$ cat src/rtl/ifetch_pkg.sv
// Shared types and constants for the DLX instruction-fetch sequencer.
package ifetch_pkg;

    typedef enum logic {
        RUN  = 1'b0,
        HALT = 1'b1
    } state_t;

    typedef struct packed {
        logic [31:0] pc;
        logic [31:0] instr;
    } fetch_entry_t;

    localparam int unsigned INSTR_BYTES = 4;

endpackage

$ cat src/rtl/ifetch_fifo.sv
// DEPTH-entry synchronous FIFO of fetch entries with single-cycle flush.
module ifetch_fifo
    import ifetch_pkg::*;
#(
    parameter int DEPTH = 2,
    parameter int CNT_W = $clog2(DEPTH + 1)
) (
    input  logic             clk,
    input  logic             rst,
    input  logic             flush,
    input  logic             push,
    input  logic             pop,
    input  fetch_entry_t     din,
    output fetch_entry_t     head,
    output logic [CNT_W-1:0] count
);

    localparam int PTR_W = (DEPTH > 1) ? $clog2(DEPTH) : 1;

    fetch_entry_t     mem [DEPTH];
    logic [PTR_W-1:0] rd_ptr;
    logic [PTR_W-1:0] wr_ptr;

    function automatic logic [PTR_W-1:0] next_ptr(input logic [PTR_W-1:0] ptr);
        return (ptr == PTR_W'(DEPTH - 1)) ? '0 : ptr + 1'b1;
    endfunction

    // Storage is cleared on reset so the head reads as zero before the first push.
    always_ff @(posedge clk or posedge rst) begin
        if (rst) begin
            for (int i = 0; i < DEPTH; i++) begin
                mem[i] <= '0;
            end
        end else if (push && !flush) begin
            mem[wr_ptr] <= din;
        end
    end

    always_ff @(posedge clk or posedge rst) begin
        if (rst) begin
            rd_ptr <= '0;
            wr_ptr <= '0;
            count  <= '0;
        end else if (flush) begin
            rd_ptr <= '0;
            wr_ptr <= '0;
            count  <= '0;
        end else begin
            if (push) begin
                wr_ptr <= next_ptr(wr_ptr);
            end
            if (pop) begin
                rd_ptr <= next_ptr(rd_ptr);
            end
            case ({push, pop})
                2'b10:   count <= count + 1'b1;
                2'b01:   count <= count - 1'b1;
                default: count <= count;
            endcase
        end
    end

    assign head = mem[rd_ptr];

endmodule

$ cat src/rtl/ifetch_ctrl.sv
// Instruction-fetch sequencer: PC, imem address, fetch FIFO, redirect and halt.
// Optional IFETCH_STATS_EN adds push and full-stall counters.
module ifetch_ctrl
    import ifetch_pkg::*;
#(
    parameter logic [31:0] RESET_PC   = 32'h0000_0000,
    parameter int          DEPTH      = 2,
    parameter int          IMEM_WORDS = 256
) (
    input  logic        clk,
    input  logic        rst,
    output logic [31:0] imem_addr,
    input  logic [31:0] imem_instr,
    input  logic        redirect_valid,
    input  logic [31:0] redirect_pc,
    output logic        out_valid,
    input  logic        out_ready,
    output logic [31:0] out_pc,
    output logic [31:0] out_instr,
`ifdef IFETCH_STATS_EN
    output logic [31:0] stat_fetched,
    output logic [31:0] stat_stall,
`endif
    output logic        fault
);

    localparam int          CNT_W = $clog2(DEPTH + 1);
    localparam logic [32:0] LIMIT = 33'(INSTR_BYTES * IMEM_WORDS);

    state_t           state, state_nxt;
    logic [31:0]      pc, pc_nxt;
    logic [CNT_W-1:0] count;
    logic             push, pop, flush;
    logic             redirect_bad;
    logic [32:0]      seq_pc;
    fetch_entry_t     head;

    assign imem_addr = pc;
    assign out_valid = (count != '0);
    assign out_pc    = head.pc;
    assign out_instr = head.instr;
    assign fault     = (state == HALT);

    // 33-bit arithmetic so the range check sees the carry before any wrap.
    assign seq_pc       = {1'b0, pc} + 33'(INSTR_BYTES);
    assign redirect_bad = (redirect_pc[1:0] != 2'b00) || ({1'b0, redirect_pc} >= LIMIT);

    always_ff @(posedge clk or posedge rst) begin
        if (rst) begin
            state <= RUN;
            pc    <= RESET_PC;
        end else begin
            state <= state_nxt;
            pc    <= pc_nxt;
        end
    end

    always_comb begin
        state_nxt = state;
        pc_nxt    = pc;
        push      = 1'b0;
        pop       = 1'b0;
        flush     = 1'b0;
        if (redirect_valid) begin
            flush     = 1'b1;
            pc_nxt    = redirect_pc;
            state_nxt = redirect_bad ? HALT : RUN;
        end else begin
            pop = out_valid && out_ready;
            if (state == RUN && ((count < CNT_W'(DEPTH)) || pop)) begin
                push   = 1'b1;
                pc_nxt = seq_pc[31:0];
                if (seq_pc >= LIMIT) begin
                    state_nxt = HALT;
                end
            end
        end
    end

    ifetch_fifo #(
        .DEPTH (DEPTH),
        .CNT_W (CNT_W)
    ) u_fifo (
        .clk   (clk),
        .rst   (rst),
        .flush (flush),
        .push  (push),
        .pop   (pop),
        .din   ('{pc: pc, instr: imem_instr}),
        .head  (head),
        .count (count)
    );

`ifdef IFETCH_STATS_EN
    logic stall;

    // A RUN cycle without redirect that does not push can only be a full FIFO.
    assign stall = (state == RUN) && !redirect_valid && !push;

    always_ff @(posedge clk or posedge rst) begin
        if (rst) begin
            stat_fetched <= '0;
            stat_stall   <= '0;
        end else begin
            if (push && (stat_fetched != '1)) begin
                stat_fetched <= stat_fetched + 1'b1;
            end
            if (stall && (stat_stall != '1)) begin
                stat_stall <= stat_stall + 1'b1;
            end
        end
    end
`endif

endmodule

$ cat config.mk
export PLATFORM = sky130hd
export DESIGN_NAME = ifetch_ctrl
export DESIGN_NICKNAME = d
export VERILOG_FILES = /design/src/rtl/ifetch_pkg.sv /design/src/rtl/ifetch_fifo.sv /design/src/rtl/ifetch_ctrl.sv
export SDC_FILE = /design/constraint.sdc
export NUM_CORES = 1
export LEC_CHECK = 0
export ABC_CLOCK_PERIOD_IN_PS = 8100
export CORE_ASPECT_RATIO = 0.75
export CORE_MARGIN = 3
export CORE_UTILIZATION = 52
export DETAILED_ROUTE_END_ITERATION = 6
export GPL_TIMING_DRIVEN = 0
export PLACE_DENSITY = 0.89
export SYNTH_ARGS = -nofsm -noshare
export SYNTH_HDL_FRONTEND = slang
export SYNTH_SLANG_ARGS = --single-unit
$ cat constraint.sdc
create_clock -name clk -period 8.1 [get_ports clk]
set_clock_uncertainty 0.1 [all_clocks]
set_input_delay 1.62 -clock clk [delete_from_list [all_inputs] [get_ports clk]]
set_output_delay 1.62 -clock clk [all_outputs]
set_load 0.01 [all_outputs]
## After elaboration in Yosys (flattened, before gate mapping)

Index checks and enable logic that the tools add are counted.

| word-level totals | value |
|---|---|
| bits in writable memories | 0 |
| flip-flop bits (word level) | 165 |
| latch bits | 0 |
| bits in read-only memories | 0 |
| output and inout port bits | 98 |
| memories kept | 0 |

| cells by class | value |
|---|---|
| divide/modulo/power cells | 0 |
| multiplexer cells | 24 |
| shift-type cells | 0 |
| reductions and logical operators | 15 |
| multiply operators | 0 |
| order comparisons | 6 |
| equality and inequality tests | 2 |
| add/sub/neg operators | 5 |
| bitwise logic cells | 3 |

Operators with widths:

| cell | number |
|---|---|
| two-way mux 64 bit | 4 |
| bitwise mux 128 bit | 1 |
| demux 64 bit (select 1 bit) | 1 |
| two-way mux 32 bit | 2 |
| adder 32 x 3 -> 33 bit, second input constant | 1 |
| greater-or-equal comparator 33 x 11 -> 1 bit, second input constant | 1 |
| greater-or-equal comparator 32 x 11 -> 1 bit, second input constant | 1 |
| two-way mux 1 bit | 14 |
| nonzero test 2 bit | 6 |
| greater-or-equal comparator 2 bit, second input constant | 2 |
| logical AND 1 bit | 4 |
| NOT 1 -> 2 bit | 2 |
| one-hot mux 2 bit (2 select lines) | 1 |
| nonzero test 3 bit | 1 |
| adder 1 bit, second input constant | 2 |
| adder 2 x 1 -> 2 bit, second input constant | 1 |
| equality test 2 x 1 -> 1 bit, second input constant | 1 |
| equality test 2 bit, second input constant | 1 |
| logical OR 1 bit | 2 |
| < comparator 2 x 1 -> 1 bit, second input constant | 1 |
| < comparator 2 bit, second input constant | 1 |
| two-way mux 2 bit | 1 |
| AND reduction 2 bit | 1 |
| subtractor 2 x 1 -> 2 bit, second input constant | 1 |
| 2 further kinds | 2 |

## Depth between registers and ports, before layout

| depth | value |
|---|---|
| word-level depth | 9 |
| depth in mapped cells | 8 |
| depth with buffers taken out | 7 |

## Modules after synthesis

A second synthesis with hierarchy kept.

| unflattened totals | value |
|---|---|
| cell total of the unflattened synthesis | 662 |
| area, all modules | 8494.4 um^2 |

By module, submodules not included:

| module | area each (um^2) | cells an instance | times used | sequential area each (um^2) |
|---|---|---|---|---|
| ifetch_fifo | 6039.5 | 361 | 1 | 3303.2 |
| ifetch_ctrl | 2454.9 | 301 | 1 | 825.8 |

## Worst setup path before layout

OpenSTA, ideal clock, no wires.

| timing path | value |
|---|---|
| path type | in2reg |
| start point | input port out_ready |
| end point | register u_fifo.mem[95] (netlist name) |
| setup time | 0.125 ns |
| arrival time | 3.007 ns |
| stages on the path | 6 |
| setup slack | 4.868 ns |
| cells stage by stage | nand2b_1 nand2b_1 clkbuf_1 nor3_2 buf_2 mux2_2 |

| between the ends | value |
|---|---|
| longest elaborated chain between the ends | 6 |

RTL lines:

| element | line | text |
|---|---|---|
| start: declaration | ifetch_ctrl.sv:17 | `input logic out_ready,` |
| logical AND 1 bit | ifetch_ctrl.sv:69 | `pop = out_valid && out_ready;` |
| logical OR 1 bit | ifetch_ctrl.sv:70 | `if (state == RUN && ((count < CNT_W'(DEPTH)) \|\| pop)) begin` |
| logical AND 1 bit | ifetch_ctrl.sv:70 |  |
| two-way mux 1 bit | ifetch_ctrl.sv:70 |  |
| two-way mux 1 bit | ifetch_ctrl.sv:64 | `if (redirect_valid) begin` |
| logical AND 1 bit | ifetch_fifo.sv:34 | `end else if (push && !flush) begin` |
| end signal: indexed assignment | ifetch_fifo.sv:35 | `mem[wr_ptr] <= din;` |
| end: declaration | ifetch_fifo.sv:20 | `fetch_entry_t mem [DEPTH];` |

Every way passes these cells.
A chain may end at the register's enable or synchronous reset.

## Worst setup path in the final report

| timing path | value |
|---|---|
| start point | register u_fifo.rd_ptr |
| end point | output port out_pc[31] |

| between the ends | value |
|---|---|
| longest elaborated chain between the ends | 4 |

RTL lines:

| element | line | text |
|---|---|---|
| start: declaration | ifetch_fifo.sv:21 | `logic [PTR_W-1:0] rd_ptr;` |
| start signal: assignment | ifetch_fifo.sv:53 | `rd_ptr <= next_ptr(rd_ptr);` |
| NOT 1 -> 2 bit (implied by the code) | ifetch_fifo.sv:63 | `assign head = mem[rd_ptr];` |
| two-way mux 64 bit (implied by the code) (3 in a row) | ifetch_fifo.sv:63 |  |
| end: declaration | ifetch_ctrl.sv:18 | `output logic [31:0] out_pc,` |

Every way passes these cells. The select of a mux whose other input is x is not followed.

==> metrics.txt <==
fin area 0.01055 sq mm; CTS H-tree depth 4; CP dominant cell by count clkbuf_1; io pins 166; Mapped Cells 649; CP startpoint kind flop; final hold vios 0; residual DRC count 0; Ant. Diodes 0; Largest delay share family, worst path buffers and inverters; Worst Hold Class reg2reg; clock sink count 165; number of synthesized flops with an enable pin 0; dpl hpwl 13.76 mm; unrepaired setup endpoints after global routing no; share of the synthesized area in the top cell type between 50% and 60%; overall routing resource usage 23.02%; clock root buffer clkbuf_16; worst-path fanout max 10; ANT nets after route 0; internal power 1357 uW; delay of the slowest critical-path stage approximately 0.62 ns; antenna violations before repair 0; ys async rst share between 90% and 100%; Max rail drop VDD 130.2 uV; placeable core area 0.01483 sq mm; setup_tns 0 ns; post-route minimum period 4.493 ns; synthesized cell area 0.008074 sq mm; Flop pwr share 47.9%; sequential fraction of the synthesis area between 50% and 60%; row count 38; max cap viols 0; clock network fraction of design power roughly 40%; full die area around 0.017 sq mm; Pwr Total 1822 uW; total grt overflow 0; flop2flop setup slack 5.23 ns; buffer depth of the longest clock path 2; leakage 0.004684 uW; Die Ht 113.9 um; Clk Latency, worst-skew pair 0.42 ns; worst path bufs/invs 3; share of layout cells above drive strength 1 30.50%; # fillers 1044; Final Cycle Share about 55%; Net Sw Frac 25.54%; syn nets 718; synth top area cells dfrtp_1 51%, mux2_2 26%, xor2_1 2.2%, nand2_1 2.1%, xnor2_1 2.0%; vias per inst 5.602; Top FF cell, synth dfrtp_1; Initial Util 54.43%; setup bufs post-CTS 0; Psw 465.4 uW; GP Congestion 0.8608; DP Area 0.01001 sq mm; Arrival @ worst endpoint ~2.8 ns; part of the power in combinational logic 11.1%; # hold bufs at CTS 0; FF+latch count, synth between 150 and 200; Worst-Margin Slew 1.065 ns; slowest library cell on the worst path clkbuf_1; WS Path Type reg2out; Num CTS Buffers 17; worst-path cell chain clkbuf_1, clkbuf_1, mux2_2, clkdlybuf4s50_1; fmax 0.2226 GHz; number of global-route vias before repair 5889; worst hold slack roughly 0.39 ns; Initial DRC Count between 500 and 600; DR pass1 iterations 5; routed wire length 19.32 mm; worst path required time 6.38 ns; Yosys cell types 48; Die Width 149.9 um; synth warn 0; largest net degree at the start of global routing 112; via count between 5000 and 6000; Setup violations, final 0; Port Buffers 165; NumNets Final around 900; CTS clk-pin slew, worst paths 0.07 ns; first-pass GRT wire length 31.22 mm; status finished, final reports clean; cell taking the most area after synthesis dfrtp_1; utilization after layout 71.13%; crit path capture type output port; Slew Limit Fails 0; Avg WL per Cell between 15 and 20 um; pwr/cell area 172.7 mW/mm^2; Post-CTS Resized 0; Slew HR 28.63%; synth-to-layout area growth 30.68%; CTS tree yes; syn_area_per_cell 12.44 sq um
## routing by layer
metal	track usage, %	routed length [um]	part of all wire, %	vias up
met5	0	0	0	-
met4	4.692	64	0.33	0
met3	5.560	1522	7.9	10
met2	35.57	8911	46	214
met1	33.54	8819	46	2929
li1	-	-	-	2707
## power by group through the flow
stage	registers (uW)	logic (uW)	clock network [uW]
3_3_place_gp	888	197	0
4_1_cts	873	204	757
6_report	873	203	745
2_1_floorplan	888	88.2	0
3_5_place_dp	888	202	0
5_1_grt	877	221	794
## worst paths after layout
kind                                        end       startpoint  cells after the start
worst max register to register  u_fifo.mem[120]  u_fifo.count[1]                      6
min in group asynchronous        u_fifo.mem[15]              rst                      2
max in group asynchronous        u_fifo.mem[55]              rst                      3
worst max-delay path                 out_pc[31]    u_fifo.rd_ptr                      4
worst min-delay path            u_fifo.mem[112]  u_fifo.mem[112]                      1
worst min register to register  u_fifo.mem[112]  u_fifo.mem[112]                      1
## cells by family (layout without fill, tap and decap cells)
logic type / after synthesis / in the layout / synth area share, %
AND/OR/NAND/NOR: 143 / 143 / 10.31
multiplexers: 197 / 197 / 27.43
buffers and inverters: 51 / 248 / 2.774
flip-flops: 165 / 165 / 51.14
adder cells (fa/ha/maj): 1 / 1 / 0.1549
XOR/XNOR: 38 / 38 / 4.122
AO/OA/AOI/OAI: 54 / 54 / 4.076
## per-stage QoR
| stage | std cells | setup WS (ns) |
|---|---|---|
| after floorplan | 649 | 1.918 |
| after global placement | 1014 | -0.2508 |
| after detailed placement | 1015 | 3.487 |
| after CTS | 1046 | 3.547 |
| after global routing | 1046 | 3.507 |
| final | 1046 | 3.607 |
## worst register-to-register path: cells and delay by family, from the launching register on
kind	cells	cell delay, ns
AND/OR/NAND/NOR	3	1.11
buffers and inverters	2	0.73
flip-flops	1	0.44
multiplexers	1	0.38
## flip-flops by register name, summed over array words and instances, names as in the netlist
name / count
u_fifo.mem: 128
u_fifo.count: 2
u_fifo.rd_ptr: 1
u_fifo.wr_ptr: 1
fault: 1
imem_addr: 32
## synth_stat cells, types with 2 or more instances
library cell  count
or3_1             6
nor2_1           22
o21ai_0          31
and2_1            3
o21ai_1           2
a31oi_1           3
xor2_1           20
nor4_4            3
buf_2            19
o211ai_1          2
clkbuf_1         25
mux2_1            4
xnor2_1          18
inv_1             4
a211oi_1          4
or2_2             4
o21a_1            2
a21oi_1           3
nor4_1            6
nand4_4           3
nand3_1          12
nand2_1          46
mux2_2          190
nor3_1            4
dfrtp_1         165
nor3_4            2
nand2b_1          2
and4_1            2
nand4_1          16
and3_1            6
mux2i_1           3
## cells in the final DEF, fill, tap and decap left out, drive strengths merged, types with 2 or more instances in the layout
| master | count |
|---|---|
| a2111oi | 2 |
| a211oi | 4 |
| a21oi | 3 |
| a31oi | 3 |
| and2 | 4 |
| and3 | 6 |
| and4 | 2 |
| buf | 22 |
| clkbuf | 45 |
| clkdlybuf4s50 | 165 |
| clkinv | 5 |
| clkinvlp | 3 |
| dfrtp | 165 |
| inv | 8 |
| mux2 | 194 |
| mux2i | 3 |
| nand2 | 46 |
| nand2b | 2 |
| nand3 | 12 |
| nand4 | 19 |
| nor2 | 22 |
| nor3 | 7 |
| nor4 | 9 |
| o211ai | 2 |
| o21a | 2 |
| o21ai | 33 |
| or2 | 4 |
| or3 | 6 |
| xnor2 | 18 |
| xor2 | 20 |
## area by class of cell
| type | count | area (sq um) | area share [%] |
|---|---|---|---|
| Tap cell | 200 | 250.2 | 2.372 |
| Clock buffer | 19 | 442.9 | 4.198 |
| Multi-Input combinational cell | 433 | 3721 | 35.27 |
| Timing Repair Buffer | 166 | 1679 | 15.91 |
| Inverter | 4 | 22.52 | 0.2134 |
| Clock inverter | 12 | 97.59 | 0.9249 |
| Sequential cell | 165 | 4129 | 39.13 |
| Buffer | 47 | 209.0 | 1.980 |
No activity file was read; power rests on OpenSTA's default activity.
